### src/rtl/reloj_defs.sv
// Shared definitions for the BCD time-of-day clock: mode encodings,
// BCD limits and the one-step BCD increment helper.
package reloj_defs;

  localparam int unsigned BCD_W = 4;
  localparam logic [7:0]  MS_LIM = 8'h59;
  localparam logic [7:0]  HH_LIM = 8'h23;

  typedef enum logic [1:0] {
    RUN    = 2'd0,
    SET_HH = 2'd1,
    SET_MM = 2'd2
  } mode_t;

  // Units 9 rolls to 0 and bumps tens; the caller handles the max wrap.
  function automatic logic [7:0] bcd_inc(input logic [7:0] v);
    logic [BCD_W-1:0] tens;
    logic [BCD_W-1:0] units;
    tens  = v[7:4];
    units = v[3:0];
    if (units == 4'd9) begin
      units = 4'd0;
      tens  = tens + 4'd1;
    end else begin
      units = units + 4'd1;
    end
    return {tens, units};
  endfunction

endpackage

### src/rtl/bcd_mod_counter.sv
// Two-digit packed-BCD counter that wraps to 00 after MAX; carry flags
// an increment taken while sitting at MAX.
module bcd_mod_counter
  import reloj_defs::*;
#(
  parameter logic [7:0] MAX = MS_LIM
) (
  input  logic       mclk,
  input  logic       reset,
  input  logic       inc,
  input  logic       clr,
  output logic [7:0] q,
  output logic       carry
);

  logic [7:0] cnt_q;
  logic [7:0] cnt_d;

  always_comb begin
    cnt_d = cnt_q;
    carry = inc && (cnt_q == MAX);
    if (clr) begin
      cnt_d = 8'h00;
    end else if (inc) begin
      cnt_d = (cnt_q == MAX) ? 8'h00 : bcd_inc(cnt_q);
    end
  end

  always_ff @(posedge mclk or negedge reset) begin
    if (!reset) cnt_q <= 8'h00;
    else        cnt_q <= cnt_d;
  end

  assign q = cnt_q;

endmodule

### src/rtl/reloj_hms.sv
// HH:MM:SS BCD clock driven by the 1 s square wave, with a RUN/SET_HH/SET_MM
// mode FSM. Define RELOJ_ALARM_EN to add the alarm comparator and ports.
module reloj_hms
  import reloj_defs::*;
#(
  parameter logic [7:0] HH_MAX = HH_LIM,
  parameter logic [7:0] MS_MAX = MS_LIM
) (
  input  logic       mclk,
  input  logic       reset,
  input  logic       seg_in,
  input  logic       btn_mode,
  input  logic       btn_inc,
`ifdef RELOJ_ALARM_EN
  input  logic [7:0] al_hh,
  input  logic [7:0] al_mm,
  output logic       alarm,
`endif
  output logic [7:0] hh_bcd,
  output logic [7:0] mm_bcd,
  output logic [7:0] ss_bcd,
  output logic [1:0] mode,
  output logic       tick
);

  // Edge-detect history resets high so a line already high at release is quiet.
  logic  seg_q, seg_d, bm_q, bm_d, bi_q, bi_d;
  mode_t state_q, state_d;
  logic  mode_e, inc_e;
  logic  ss_inc, mm_inc, hh_inc, ss_clr;
  logic  ss_carry, mm_carry, unused_hh_carry;

  always_comb begin
    seg_d   = seg_in;
    bm_d    = btn_mode;
    bi_d    = btn_inc;
    tick    = seg_in & ~seg_q;
    mode_e  = btn_mode & ~bm_q;
    inc_e   = btn_inc & ~bi_q;
    state_d = state_q;
    ss_inc  = 1'b0;
    mm_inc  = 1'b0;
    hh_inc  = 1'b0;
    ss_clr  = 1'b0;
    case (state_q)
      RUN: begin
        ss_inc = tick;
        mm_inc = ss_carry;
        hh_inc = mm_carry;
        if (mode_e) state_d = SET_HH;
      end
      SET_HH: begin
        if (mode_e) state_d = SET_MM;
        else        hh_inc  = inc_e;
      end
      SET_MM: begin
        if (mode_e) begin
          state_d = RUN;
          ss_clr  = 1'b1;
        end else begin
          mm_inc = inc_e;
        end
      end
      default: state_d = RUN;
    endcase
  end

  always_ff @(posedge mclk or negedge reset) begin
    if (!reset) begin
      seg_q   <= 1'b1;
      bm_q    <= 1'b1;
      bi_q    <= 1'b1;
      state_q <= RUN;
    end else begin
      seg_q   <= seg_d;
      bm_q    <= bm_d;
      bi_q    <= bi_d;
      state_q <= state_d;
    end
  end

  bcd_mod_counter #(.MAX(MS_MAX)) u_ss (
    .mclk(mclk), .reset(reset), .inc(ss_inc), .clr(ss_clr),
    .q(ss_bcd), .carry(ss_carry)
  );

  bcd_mod_counter #(.MAX(MS_MAX)) u_mm (
    .mclk(mclk), .reset(reset), .inc(mm_inc), .clr(1'b0),
    .q(mm_bcd), .carry(mm_carry)
  );

  bcd_mod_counter #(.MAX(HH_MAX)) u_hh (
    .mclk(mclk), .reset(reset), .inc(hh_inc), .clr(1'b0),
    .q(hh_bcd), .carry(unused_hh_carry)
  );

  assign mode = state_q;

`ifdef RELOJ_ALARM_EN
  logic       alarm_q, alarm_d, hit;
  logic [7:0] mm_nx, hh_nx;

  // Hit on the RUN tick that rolls seconds to 00 and lands on al_hh:al_mm.
  always_comb begin
    mm_nx   = mm_carry ? 8'h00 : bcd_inc(mm_bcd);
    hh_nx   = mm_carry ? ((hh_bcd == HH_MAX) ? 8'h00 : bcd_inc(hh_bcd)) : hh_bcd;
    hit     = (state_q == RUN) && ss_carry && (mm_nx == al_mm) && (hh_nx == al_hh);
    alarm_d = alarm_q;
    if (mm_inc) alarm_d = 1'b0;
    if (hit)    alarm_d = 1'b1;
    if ((state_q == RUN) && (inc_e || mode_e)) alarm_d = 1'b0;
  end

  always_ff @(posedge mclk or negedge reset) begin
    if (!reset) alarm_q <= 1'b0;
    else        alarm_q <= alarm_d;
  end

  assign alarm = alarm_q;
`endif

endmodule

### config.mk
export PLATFORM = sky130hd
export DESIGN_NAME = reloj_hms
export DESIGN_NICKNAME = d
export VERILOG_FILES = /design/src/rtl/reloj_defs.sv /design/src/rtl/bcd_mod_counter.sv /design/src/rtl/reloj_hms.sv
export SDC_FILE = /design/constraint.sdc
export NUM_CORES = 1
export LEC_CHECK = 0
export BUFFER_PORTS_ARGS = -buffer_cell sky130_fd_sc_hd__buf_2
export CAP_MARGIN = 15
export CORE_ASPECT_RATIO = 0.75
export CORE_MARGIN = 3
export CORE_UTILIZATION = 57
export CTS_BUF_LIST = sky130_fd_sc_hd__clkbuf_8 sky130_fd_sc_hd__clkbuf_16
export DETAILED_ROUTE_END_ITERATION = 12
export PLACE_DENSITY = 0.82
export SETUP_SLACK_MARGIN = 0.02
export SLEW_MARGIN = 40
export SYNTH_ARGS = -nofsm -noshare
export SYNTH_HDL_FRONTEND = slang
export SYNTH_SLANG_ARGS = --single-unit
### constraint.sdc
create_clock -name mclk -period 4.38 [get_ports mclk]
set_clock_uncertainty 0.05 [all_clocks]
set_input_delay 0.219 -clock mclk [delete_from_list [all_inputs] [get_ports mclk]]
set_output_delay 0.219 -clock mclk [all_outputs]
set_load 0.1 [all_outputs]
==> impl_summary.log, run 1 <==
INFO  metric status = completed
INFO  metric cts.htree.levels = 2
INFO  metric worst_slack = 2.13 ns
INFO  metric track_usage = 0.224
INFO  metric overflow = 0
INFO  metric clkSlewWorstSetupHoldPaths = 0.06 ns
INFO  metric synth_cells = 159
INFO  metric design_area = 0.00188 mm^2
INFO  metric critPathKind = flop to flop
INFO  metric ys_seq_area_frac = 0.463
INFO  metric cts-root-buf = sky130_fd_sc_hd__clkbuf_8
INFO  metric post-dp-hpwl = 2420 um
INFO  metric clock_path_buffers = 2
INFO  metric cts.sinks = 29
INFO  metric unrepaired_setup_endpoints_after_global_routing = false
INFO  metric busiest_layer_in_global_routing = met2
INFO  metric holdCritPathClass = input pin to async pin
INFO  metric buffer_ports.inserted = 31
INFO  metric worst-endpoint-arrival = 2.36 ns
INFO  metric vias = 1295
INFO  metric netlist_area = 0.00158 mm^2
INFO  metric gp_congestion = 0.794
INFO  metric cts_made_buffers = 5
INFO  metric pins_over_slew_limit = 0
INFO  metric report.final.setup_viol = 0
INFO  metric worst_slew_margin_rel = 0.466
INFO  metric post_cts.resized_instances = 0
INFO  metric timing.max_cap.violations = 0
INFO  metric cts_setup_buffers = 0
INFO  metric synth_top_family_by_area = simple AND/OR/NAND/NOR gates
INFO  metric placement.cell_area = 0.00175 mm^2
INFO  metric yosys_register_bits = 29
INFO  metric synth_warnings = 0
INFO  metric drcViolationCount = 0
INFO  metric die-height = 51.5 um
INFO  metric worstPathCellList = inv_1 -> ha_1 -> and3b_2 -> nand4_2 -> a2111oi_4 -> nand4_1 -> mux2_1
INFO  metric net_count_of_the_mapped_netlist = 174
INFO  metric grt_pass1_vias = 1167
INFO  metric count_of_routing_violations_after_the_opening_detailed_route_iteration = 135
INFO  metric finalCriticalPeriod = 2.25 ns
INFO  metric routed_wire_length_per_instance = 14.6 um
INFO  metric clkLatencyLatePin = 0.28 ns
INFO  metric design.portCount = 32
INFO  metric place_worst_setup_slack = 2.16 ns
INFO  metric share_of_cells_above_drive_strength_1 = 0.254
INFO  metric fin_tns_setup = 0 ns
INFO  metric antennaDiodeCount = 0
INFO  metric grt_max_degree = 30
INFO  metric critical_path.endpoint_type = flop
INFO  metric layout.area.seq = 729 um^2
INFO  metric worst_setup_start_kind = flop
INFO  metric crit_slowest_cell = sky130_fd_sc_hd__a2111oi_4
INFO  metric worst-endpoint-required = 4.49 ns
INFO  metric drt_first_pass_iters = 4
INFO  metric total_number_of_placement_rows = 15
INFO  metric crit_path_max_fanout = 6
INFO  metric synthesized_area_fraction_occupied_by_ao_oa_aoi_and_oai_cells = 0.133
INFO  metric nFillCells = 180
INFO  metric synthesis.area_per_instance = 9.91 um^2
INFO  metric crit_path_leading_delay_family = simple AND/OR/NAND/NOR gates
INFO  metric path_buf_inv = 1
INFO  metric fp.dieArea = 0.00344 mm^2
INFO  metric hold_viol_final = 0
INFO  metric grt_util_met3 = 0.0842
INFO  metric netlist-cell-type-count = 37
INFO  metric clock_tree_from_tritoncts = done
INFO  metric post-route-period-util = 0.514
INFO  metric starting_density = 0.641
INFO  metric antenna_violating_nets_post_route = 0
INFO  metric routed_wl = 3370 um
INFO  metric antenna_found_initial = 0
INFO  metric grt_first_pass_wirelength = 5520 um
INFO  metric finish.net_count = 212
INFO  metric area_of_the_core = 0.00246 mm^2
INFO  metric postCtsHoldBufs = 3
INFO  metric grt_met1_use = 0.297
INFO  metric synthMuxAreaShare = 0.0286
INFO  metric area_delta_synth_final = 19.4%
INFO  metric tightestPinTransition = 0.799 ns
INFO  metric critical_path.max_stage_delay = 0.50 ns
INFO  metric grt_util_met2 = 0.332
INFO  metric layout.core_utilization = 0.765
INFO  metric viasPerCell = 5.61
INFO  metric synth-simple-area-share = 0.245
INFO  metric synthXorXnorAreaFrac = 0.0222
INFO  metric multi_input_comb_area = 801 um^2
INFO  metric synthesized_area_fraction_occupied_by_adder_cells = 0.0794
INFO  metric floorplan.die.width = 66.7 um
INFO  metric fmaxAchievable = 0.445 GHz
==> cell type report <==
| type | instances | area share |
|---|---|---|
| multi-input cells | 119 | 0.426 |
| flip-flops and latches | 29 | 0.388 |
| repair buffers | 35 | 0.104 |
| clock buffers | 6 | 0.0439 |
| well taps | 34 | 0.0226 |
| inverters | 7 | 0.0140 |
| clock inverters | 1 | 0.00200 |
==> cell usage in the layout, fill, tap and decap left out, drive strengths merged, types with 5 or more instances in the layout <==
cell type	Yosys	routed
inv	7	8
nor2b	5	5
clkbuf	1	6
o21ai	16	16
nor2	19	19
dfrtp	26	26
buf	3	31
ha	10	10
nand2	10	10
a21oi	11	11
nand3	6	6
==> cells in the mapped netlist <==
master / number / area (um^2)
sky130_fd_sc_hd__or3b_2: 1 / 8.76
sky130_fd_sc_hd__o21a_1: 1 / 7.51
sky130_fd_sc_hd__or4_1: 1 / 7.51
sky130_fd_sc_hd__nor2b_1: 5 / 31.3
sky130_fd_sc_hd__clkbuf_1: 1 / 3.75
sky130_fd_sc_hd__o31ai_1: 2 / 15.0
sky130_fd_sc_hd__a21oi_1: 11 / 55.1
sky130_fd_sc_hd__nand4_1: 3 / 18.8
sky130_fd_sc_hd__nor3_1: 4 / 20.0
sky130_fd_sc_hd__and3b_1: 2 / 17.5
sky130_fd_sc_hd__dfstp_2: 3 / 78.8
sky130_fd_sc_hd__and2b_1: 1 / 7.51
sky130_fd_sc_hd__o22ai_1: 1 / 6.26
sky130_fd_sc_hd__o21ai_0: 16 / 80.1
sky130_fd_sc_hd__and3_1: 2 / 12.5
sky130_fd_sc_hd__a22o_1: 2 / 17.5
sky130_fd_sc_hd__nand2_1: 10 / 37.5
sky130_fd_sc_hd__mux2_2: 3 / 33.8
sky130_fd_sc_hd__nand2b_1: 4 / 25.0
sky130_fd_sc_hd__xor2_1: 4 / 35.0
sky130_fd_sc_hd__buf_2: 3 / 15.0
sky130_fd_sc_hd__nor2_1: 18 / 67.6
sky130_fd_sc_hd__nand4b_1: 1 / 8.76
sky130_fd_sc_hd__a2111oi_4: 1 / 27.5
sky130_fd_sc_hd__inv_1: 7 / 26.3
sky130_fd_sc_hd__nor3b_1: 2 / 15.0
sky130_fd_sc_hd__nand4_2: 1 / 12.5
sky130_fd_sc_hd__nand3_1: 6 / 30.0
sky130_fd_sc_hd__and2b_2: 1 / 8.76
sky130_fd_sc_hd__nor4b_1: 1 / 8.76
sky130_fd_sc_hd__nor2_8: 1 / 20.0
sky130_fd_sc_hd__and4bb_1: 1 / 12.5
sky130_fd_sc_hd__dfrtp_1: 26 / 651
sky130_fd_sc_hd__or2_2: 1 / 6.26
sky130_fd_sc_hd__and3b_2: 1 / 10.0
sky130_fd_sc_hd__ha_1: 10 / 125
sky130_fd_sc_hd__mux2_1: 1 / 11.3
==> metrics by stage <==
step	instances	hold slack (ns)
6_report	231	0.441
5_1_grt	231	0.485
4_1_cts	230	0.00110
3_5_place_dp	220	0.228
3_3_place_gp	220	0.213
2_1_floorplan	159	-0.127
==> final timing paths <==
| check | to | depth (start not counted) | slack, ns | start |
|---|---|---|---|---|
| max in group asynchronous | u_mm.q[3] | 2 | 3.41 | reset |
| min in group mclk | u_hh.q[6] | 1 | 0.47 | u_hh.q[6] |
| min | u_ss.q[0] | 2 | 0.44 | reset |
| min reg2reg | u_hh.q[6] | 1 | 0.47 | u_hh.q[6] |
| max reg2reg | u_mm.q[7] | 7 | 2.13 | u_ss.q[5] |
| max | u_mm.q[7] | 7 | 2.13 | u_ss.q[5] |
==> routing by layer <==
metal	share of wire	vias up
met4	0.017	0
met2	0.46	47
li1	-	633
met1	0.47	606
met3	0.056	9
met5	0	-
==> state kept, by name (all words and copies together), names as in the netlist <==
register and flops:
seg_q 1, u_ss.q 8, mode 2, bm_q 1
bi_q 1, u_hh.q 8, u_mm.q 8
==> cells by family after synthesis <==
group,count (synthesis)
and+or+nand+nor,67
AOI/OAI and AO/OA,34
DFF,29
buffers and inverters,11
adders and majority gates,10
xor gates and xnor gates,4
muxes,4
Power of run 1 is not shown: default switching activity piles up to over one toggle a cycle in this logic, so the estimate is an artifact.
==> run 2: changes to the inputs <==
--- a/config.mk
+++ b/config.mk
@@ -9,10 +9,10 @@
 export CAP_MARGIN = 15
 export CORE_ASPECT_RATIO = 0.75
 export CORE_MARGIN = 3
-export CORE_UTILIZATION = 57
+export CORE_UTILIZATION = 49
 export CTS_BUF_LIST = sky130_fd_sc_hd__clkbuf_8 sky130_fd_sc_hd__clkbuf_16
 export DETAILED_ROUTE_END_ITERATION = 12
-export PLACE_DENSITY = 0.82
+export PLACE_DENSITY = 0.75
 export SETUP_SLACK_MARGIN = 0.02
 export SLEW_MARGIN = 40
 export SYNTH_ARGS = -nofsm -noshare
==> constraint.sdc (replaced) <==
create_clock -name mclk -period 1.95 [get_ports mclk]
set_clock_uncertainty 0.05 [all_clocks]
set_input_delay 0.0975 -clock mclk [delete_from_list [all_inputs] [get_ports mclk]]
set_output_delay 0.0975 -clock mclk [all_outputs]
set_load 0.1 [all_outputs]
==> run 2 against run 1 <==
Effect of this change: the flow now finishes with violations (negative setup slack); final cell count grew 8.7%; critical path depth is the same; non-clock buffer count grew 15; die area grew 15%; critical path type unchanged; hold slack lost 0.20 ns.
==> impl_summary.log, run 2 (synthesis results as in run 1) <==
INFO  metric status = finished, violations left
INFO  metric failed_checks = negative setup slack
INFO  metric p_leak = 0.000990 uW
INFO  metric worstHoldStart = seg_in
INFO  metric worst-endpoint-arrival = 2.18 ns
INFO  metric holdCritPathClass = input pin to flop
INFO  metric vias = 1371
INFO  metric worst_slew_margin_rel = 0.572
INFO  metric most_common_cell_after_layout_fill_and_taps_aside = sky130_fd_sc_hd__buf_2
INFO  metric unrepaired_setup_endpoints_after_global_routing = true
INFO  metric timing.max_cap.violations = 0
INFO  metric antenna_violating_nets_post_route = 0
INFO  metric floorplan.die.width = 71.5 um
INFO  metric met1Wirelength = 1640 um
INFO  metric starting_density = 0.525
INFO  metric design_area = 0.00217 mm^2
INFO  metric share_of_cells_above_drive_strength_1 = 0.507
INFO  metric report.final.setup_viol = 3
INFO  metric worst_setup_start_kind = flop
INFO  metric overflow = 0
INFO  metric tightestPinTransition = 0.642 ns
INFO  metric cts_made_buffers = 5
INFO  metric worstSetupStartpoint = u_ss.q[5]
INFO  metric crit_path_max_fanout = 4
INFO  metric fin_total_pwr = 3580 uW
INFO  metric die-height = 55.1 um
INFO  metric cts.htree.levels = 2
INFO  metric finalNonFillerCells = 251
INFO  metric worst_slack = -0.114 ns
INFO  metric timing.hold.ws = 0.237 ns
INFO  metric buffer_ports.inserted = 31
INFO  metric power.density_cell_area = 1650 mW/mm^2
INFO  metric grt_pass1_vias = 1306
INFO  metric routed_wire_length_per_instance = 14.3 um
INFO  metric cts-root-buf = sky130_fd_sc_hd__clkbuf_8
INFO  metric r2r-start = u_ss.q[5]
INFO  metric grt_first_pass_wirelength = 6070 um
INFO  metric clkLatencyLatePin = 0.28 ns
INFO  metric clkSlewWorstSetupHoldPaths = 0.06 ns
INFO  metric place_inst = 236
INFO  metric met3_length = 151 um
INFO  metric grt_max_degree = 30
INFO  metric met2_wirelength = 1740 um
INFO  metric design.portCount = 32
INFO  metric cts.sinks = 29
INFO  metric drt_first_pass_iters = 4
INFO  metric crit_path_leading_delay_family = simple AND/OR/NAND/NOR gates
INFO  metric track_usage = 0.204
INFO  metric finalCriticalPeriod = 2.06 ns
INFO  metric finish.net_count = 227
INFO  metric antenna_found_initial = 0
INFO  metric total_number_of_placement_rows = 17
INFO  metric drcViolationCount = 0
INFO  metric fmaxAchievable = 0.485 GHz
INFO  metric clock_tree_from_tritoncts = done
INFO  metric clock_path_buffers = 2
INFO  metric mostFrequentLayoutCells = sky130_fd_sc_hd__buf_2, sky130_fd_sc_hd__nor2_1, sky130_fd_sc_hd__buf_4
INFO  metric placement.cell_area = 0.00195 mm^2
INFO  metric fp.dieArea = 0.00394 mm^2
INFO  metric pins_over_slew_limit = 0
INFO  metric count_of_routing_violations_after_the_opening_detailed_route_iteration = 55
INFO  metric post-route-period-util = 1.06
INFO  metric routed_wl = 3580 um
INFO  metric worst-endpoint-required = 2.06 ns
INFO  metric area_of_the_core = 0.00300 mm^2
INFO  metric antennaDiodeCount = 0
INFO  metric worstPathCellList = inv_2 -> ha_4 -> and3b_2 -> nand4_4 -> a2111oi_4 -> nand4_1 -> mux2_4
INFO  metric area_delta_synth_final = 37.7%
INFO  metric place_worst_setup_slack = -0.116 ns
INFO  metric crit_slowest_cell = sky130_fd_sc_hd__dfrtp_4
INFO  metric top_layer = met4
INFO  metric critical_path.max_stage_delay = 0.47 ns
INFO  metric gp_congestion = 0.808
INFO  metric critical_path.endpoint_type = flop
INFO  metric critPathKind = flop to flop
INFO  metric hold_viol_final = 0
INFO  metric worst_ir_drop_vdd = 1.22 mV
INFO  metric path_buf_inv = 1
INFO  metric viasPerCell = 5.46
INFO  metric post-dp-hpwl = 2470 um
-- run 2: cell count changes in the layout (fill, tap and decap cells not counted), sizes merged --
cell    change
buf        +15
clkbuf      +1
clkinv      +1
inv         -1
-- run 2: final cells by class --
type	instances	area, um^2
multi-input cells	119	900
fillers	226	830
flip-flops and latches	29	783
repair buffers	50	312
clock buffers	7	96.3
well taps	38	47.5
inverters	7	26.3
clock inverters	1	5.00
-- run 2: report_power, final --
group          leakage (uW)  internal [uW]  total, uW  switching (uW)
Combinational      0.000602            451       2000            1540
Sequential         0.000334            816       1030             215
Clock             0.0000542            318        551             233
-- run 2: path summary, 6_finish.rpt --
check	to	slack, ns	cells after the start
max in group asynchronous	u_mm.q[1]	1.05	2
hold / removal	u_ss.q[0]	0.24	4
setup reg to reg	u_mm.q[7]	-0.11	7
min in group asynchronous	u_hh.q[6]	0.32	2
hold reg to reg	u_hh.q[7]	0.46	1
setup / recovery	u_mm.q[7]	-0.11	7
-- run 2: metrics by stage --
stage / setup TNS, ns / util
2_1_floorplan: -0.655 / -
3_3_place_gp: -0.0409 / 0.650
3_5_place_dp: -0.160 / 0.650
4_1_cts: -0.232 / 0.710
5_1_grt: -0.575 / 0.723
6_report: -0.232 / 0.723
-- run 2: worst reg2reg max path, cell delays in order, from the launching register on --
cell	delay, ns
sky130_fd_sc_hd__dfrtp_4	0.47
sky130_fd_sc_hd__inv_2	0.07
sky130_fd_sc_hd__ha_4	0.12
sky130_fd_sc_hd__and3b_2	0.21
sky130_fd_sc_hd__nand4_4	0.10
sky130_fd_sc_hd__a2111oi_4	0.42
sky130_fd_sc_hd__nand4_1	0.18
sky130_fd_sc_hd__mux2_4	0.33
-- run 2: what timing repair did --
item | CTS | global route
setup buffers | 2 | 1
resized for setup | 6 | 11
hold endpoints to repair | 29 | 0
endpoints found under the setup margin | 5 | 9
pin swaps | 2 | 4
hold buffers | 4 | 0
-- run 2: per-layer routing --
metal / track usage / up-vias
met4: 0.103 / 0
li1: - / 662
met1: 0.257 / 677
met3: 0.0560 / 7
met2: 0.329 / 25
met5: 0 / -
Note: power is estimated with default switching activity, not from simulation.
==> run 3: changes to the inputs <==
--- a/config.mk
+++ b/config.mk
@@ -5,7 +5,7 @@
 export SDC_FILE = /design/constraint.sdc
 export NUM_CORES = 1
 export LEC_CHECK = 0
-export BUFFER_PORTS_ARGS = -buffer_cell sky130_fd_sc_hd__buf_2
+export BUFFER_PORTS_ARGS = -buffer_cell sky130_fd_sc_hd__buf_4
 export CAP_MARGIN = 15
 export CORE_ASPECT_RATIO = 0.75
 export CORE_MARGIN = 3
==> run 3 against run 2 <==
Effect of this change: the flow still finishes with violations (negative setup slack); sequential cell count did not move; count of clock-buffer cells in the layout fell by 2; maximum frequency rose by 3.5%; non-clock buffer count fell by 3; first-iteration DRC count fell by 27%; sequential power barely moved; hold slack got worse by 0.0051 ns; final area rose by 0.52%.
==> impl_summary.log, run 3 (synthesis results as in run 1) <==
INFO  metric failed_checks = negative setup slack
INFO  metric routed_wl = 3600 um
INFO  metric placement.cell_area = 0.00202 mm^2
INFO  metric grt_max_degree = 30
INFO  metric cts.sinks = 29
INFO  metric finalCriticalPeriod = 1.99 ns
INFO  metric holdCritPathClass = input pin to async pin
INFO  metric cts-root-buf = sky130_fd_sc_hd__clkbuf_8
INFO  metric hold_viol_final = 0
INFO  metric antenna_found_initial = 0
INFO  metric cts_made_buffers = 5
INFO  metric overflow = 0
INFO  metric starting_density = 0.525
INFO  metric gp_congestion = 0.746
INFO  metric worstPathCellList = inv_2 -> ha_4 -> and3b_2 -> nand4_4 -> a2111oi_4 -> nand4_1 -> mux2_4
INFO  metric timing.max_cap.violations = 0
INFO  metric drt_first_pass_iters = 5
INFO  metric r2r-start = u_ss.q[5]
INFO  metric post-dp-hpwl = 2620 um
INFO  metric crit_path_max_fanout = 3
INFO  metric power.density_cell_area = 1640 mW/mm^2
INFO  metric pins_over_slew_limit = 0
INFO  metric count_of_routing_violations_after_the_opening_detailed_route_iteration = 40
INFO  metric vias = 1335
INFO  metric critical_path.max_stage_delay = 0.47 ns
INFO  metric area_delta_synth_final = 38.4%
INFO  metric finish.net_count = 224
INFO  metric mostFrequentLayoutCells = sky130_fd_sc_hd__buf_4, sky130_fd_sc_hd__nor2_1, sky130_fd_sc_hd__o21ai_0
INFO  metric fmaxAchievable = 0.502 GHz
INFO  metric antenna_violating_nets_post_route = 0
INFO  metric routed_wire_length_per_instance = 14.5 um
INFO  metric grt_first_pass_wirelength = 5500 um
INFO  metric r2r_setup_slack = -0.04 ns
INFO  metric timing.reg2reg.worst_path_depth = 7
INFO  metric grt_pass1_vias = 1186
INFO  metric worst-endpoint-arrival = 2.10 ns
INFO  metric clock_tree_from_tritoncts = done
INFO  metric place_inst = 235
INFO  metric clkLatencyLatePin = 0.28 ns
INFO  metric clkSlewWorstSetupHoldPaths = 0.06 ns
INFO  metric clock_path_buffers = 2
INFO  metric most_common_cell_after_layout_fill_and_taps_aside = sky130_fd_sc_hd__buf_4
INFO  metric worst_setup_start_kind = flop
INFO  metric share_of_cells_above_drive_strength_1 = 0.462
INFO  metric worst_slack = -0.0439 ns
INFO  metric worst-endpoint-required = 2.06 ns
INFO  metric critical_path.endpoint_type = flop
INFO  metric worst_ir_drop_vdd = 1.19 mV
INFO  metric tightestPinTransition = 0.373 ns
INFO  metric status = finished, violations left
INFO  metric report.final.setup_viol = 1
INFO  metric die-height = 55.1 um
INFO  metric track_usage = 0.192
INFO  metric unrepaired_setup_endpoints_after_global_routing = true
INFO  metric viasPerCell = 5.38
INFO  metric floorplan.die.width = 71.5 um
INFO  metric worst_slew_margin_rel = 0.751
INFO  metric critPathKind = flop to flop
INFO  metric p_leak = 0.000972 uW
INFO  metric antennaDiodeCount = 0
INFO  metric cts.htree.levels = 2
INFO  metric fp.dieArea = 0.00394 mm^2
INFO  metric buffer_ports.inserted = 31
INFO  metric finalNonFillerCells = 248
INFO  metric total_number_of_placement_rows = 17
INFO  metric post-route-period-util = 1.02
INFO  metric drcViolationCount = 0
INFO  metric design_area = 0.00218 mm^2
INFO  metric area_of_the_core = 0.00300 mm^2
INFO  metric ff_to_ff_end = u_mm.q[7]
INFO  metric crit_slowest_cell = sky130_fd_sc_hd__dfrtp_4
INFO  metric design.portCount = 32
-- run 3: changes by cell type in the layout (fill, tap and decap cells not counted), moves of 2 or more --
cell	previous run	this run
sky130_fd_sc_hd__inv_1	4	7
sky130_fd_sc_hd__clkbuf_8	7	5
sky130_fd_sc_hd__o21ai_0	12	14
sky130_fd_sc_hd__buf_4	14	42
sky130_fd_sc_hd__buf_2	31	0
sky130_fd_sc_hd__o21ai_2	2	0
-- run 3: worst max-delay path: cells and delay by family, from the launching register on --
| kind | cells | cell delay, ns |
|---|---|---|
| simple gates | 3 | 0.50 |
| flops | 1 | 0.47 |
| compound gates | 1 | 0.35 |
| mux | 1 | 0.33 |
| fa+ha+maj | 1 | 0.11 |
| buf+inv | 1 | 0.07 |
-- run 3: worst max-delay path by stage --
stage                    from  cells past startpoint         to  slack (ns)
CTS                 u_ss.q[5]                      7  u_mm.q[7]       -0.10
floorplan           u_ss.q[5]                      7  u_mm.q[7]       -0.24
detailed placement  u_ss.q[5]                      7  u_mm.q[7]        -0.1
global route        u_ss.q[5]                      7  u_mm.q[7]       -0.12
global placement    u_ss.q[5]                      7  u_mm.q[7]      -0.001
finish              u_ss.q[5]                      7  u_mm.q[7]       -0.04
-- run 3: layout make-up --
| class | instances | area (um^2) |
|---|---|---|
| Multi-Input combinational cell | 119 | 877 |
| Fill cell | 216 | 818 |
| Sequential cell | 29 | 783 |
| Timing Repair Buffer | 47 | 367 |
| Clock buffer | 5 | 68.8 |
| Tap cell | 38 | 47.5 |
| Inverter | 7 | 26.3 |
| Clock inverter | 3 | 11.3 |
-- run 3: through the flow --
stage                     power [uW]  hold slack, ns  utilization  setup TNS [ns]  setup slack [ns]
final                           3570           0.232        0.727         -0.0439           -0.0439
after global routing            3760           0.266        0.727          -0.181            -0.117
after CTS                       3580           0.238        0.723          -0.135            -0.102
after detailed placement        3100        -0.00667        0.674         -0.0957           -0.0957
after global placement          3020        -0.00735        0.674        -0.00145          -0.00145
after floorplan                 2610          -0.248            -          -0.655            -0.244
-- run 3: power by group --
group | leakage, uW | switching [uW] | internal (uW)
logic | 0.000586 | 1550 | 531
clock network | 0.0000519 | 213 | 237
registers | 0.000334 | 220 | 817
-- run 3: timing repair --
| item | 4_1_cts | 5_1_grt |
|---|---|---|
| setup buffers | 1 | 0 |
| pin swaps | 2 | 3 |
| hold endpoints to repair | 30 | 0 |
| setup endpoints to repair | 5 | 9 |
| gates resized for setup | 5 | 5 |
| hold buffers | 4 | 0 |
-- run 3: metal layers --
metal | global-route usage | part of all wire | wire length (um)
met5 | 0 | 0 | 0
met4 | 0.0656 | 0.0053 | 19
met3 | 0.0686 | 0.046 | 164
met2 | 0.320 | 0.48 | 1750
met1 | 0.234 | 0.46 | 1670
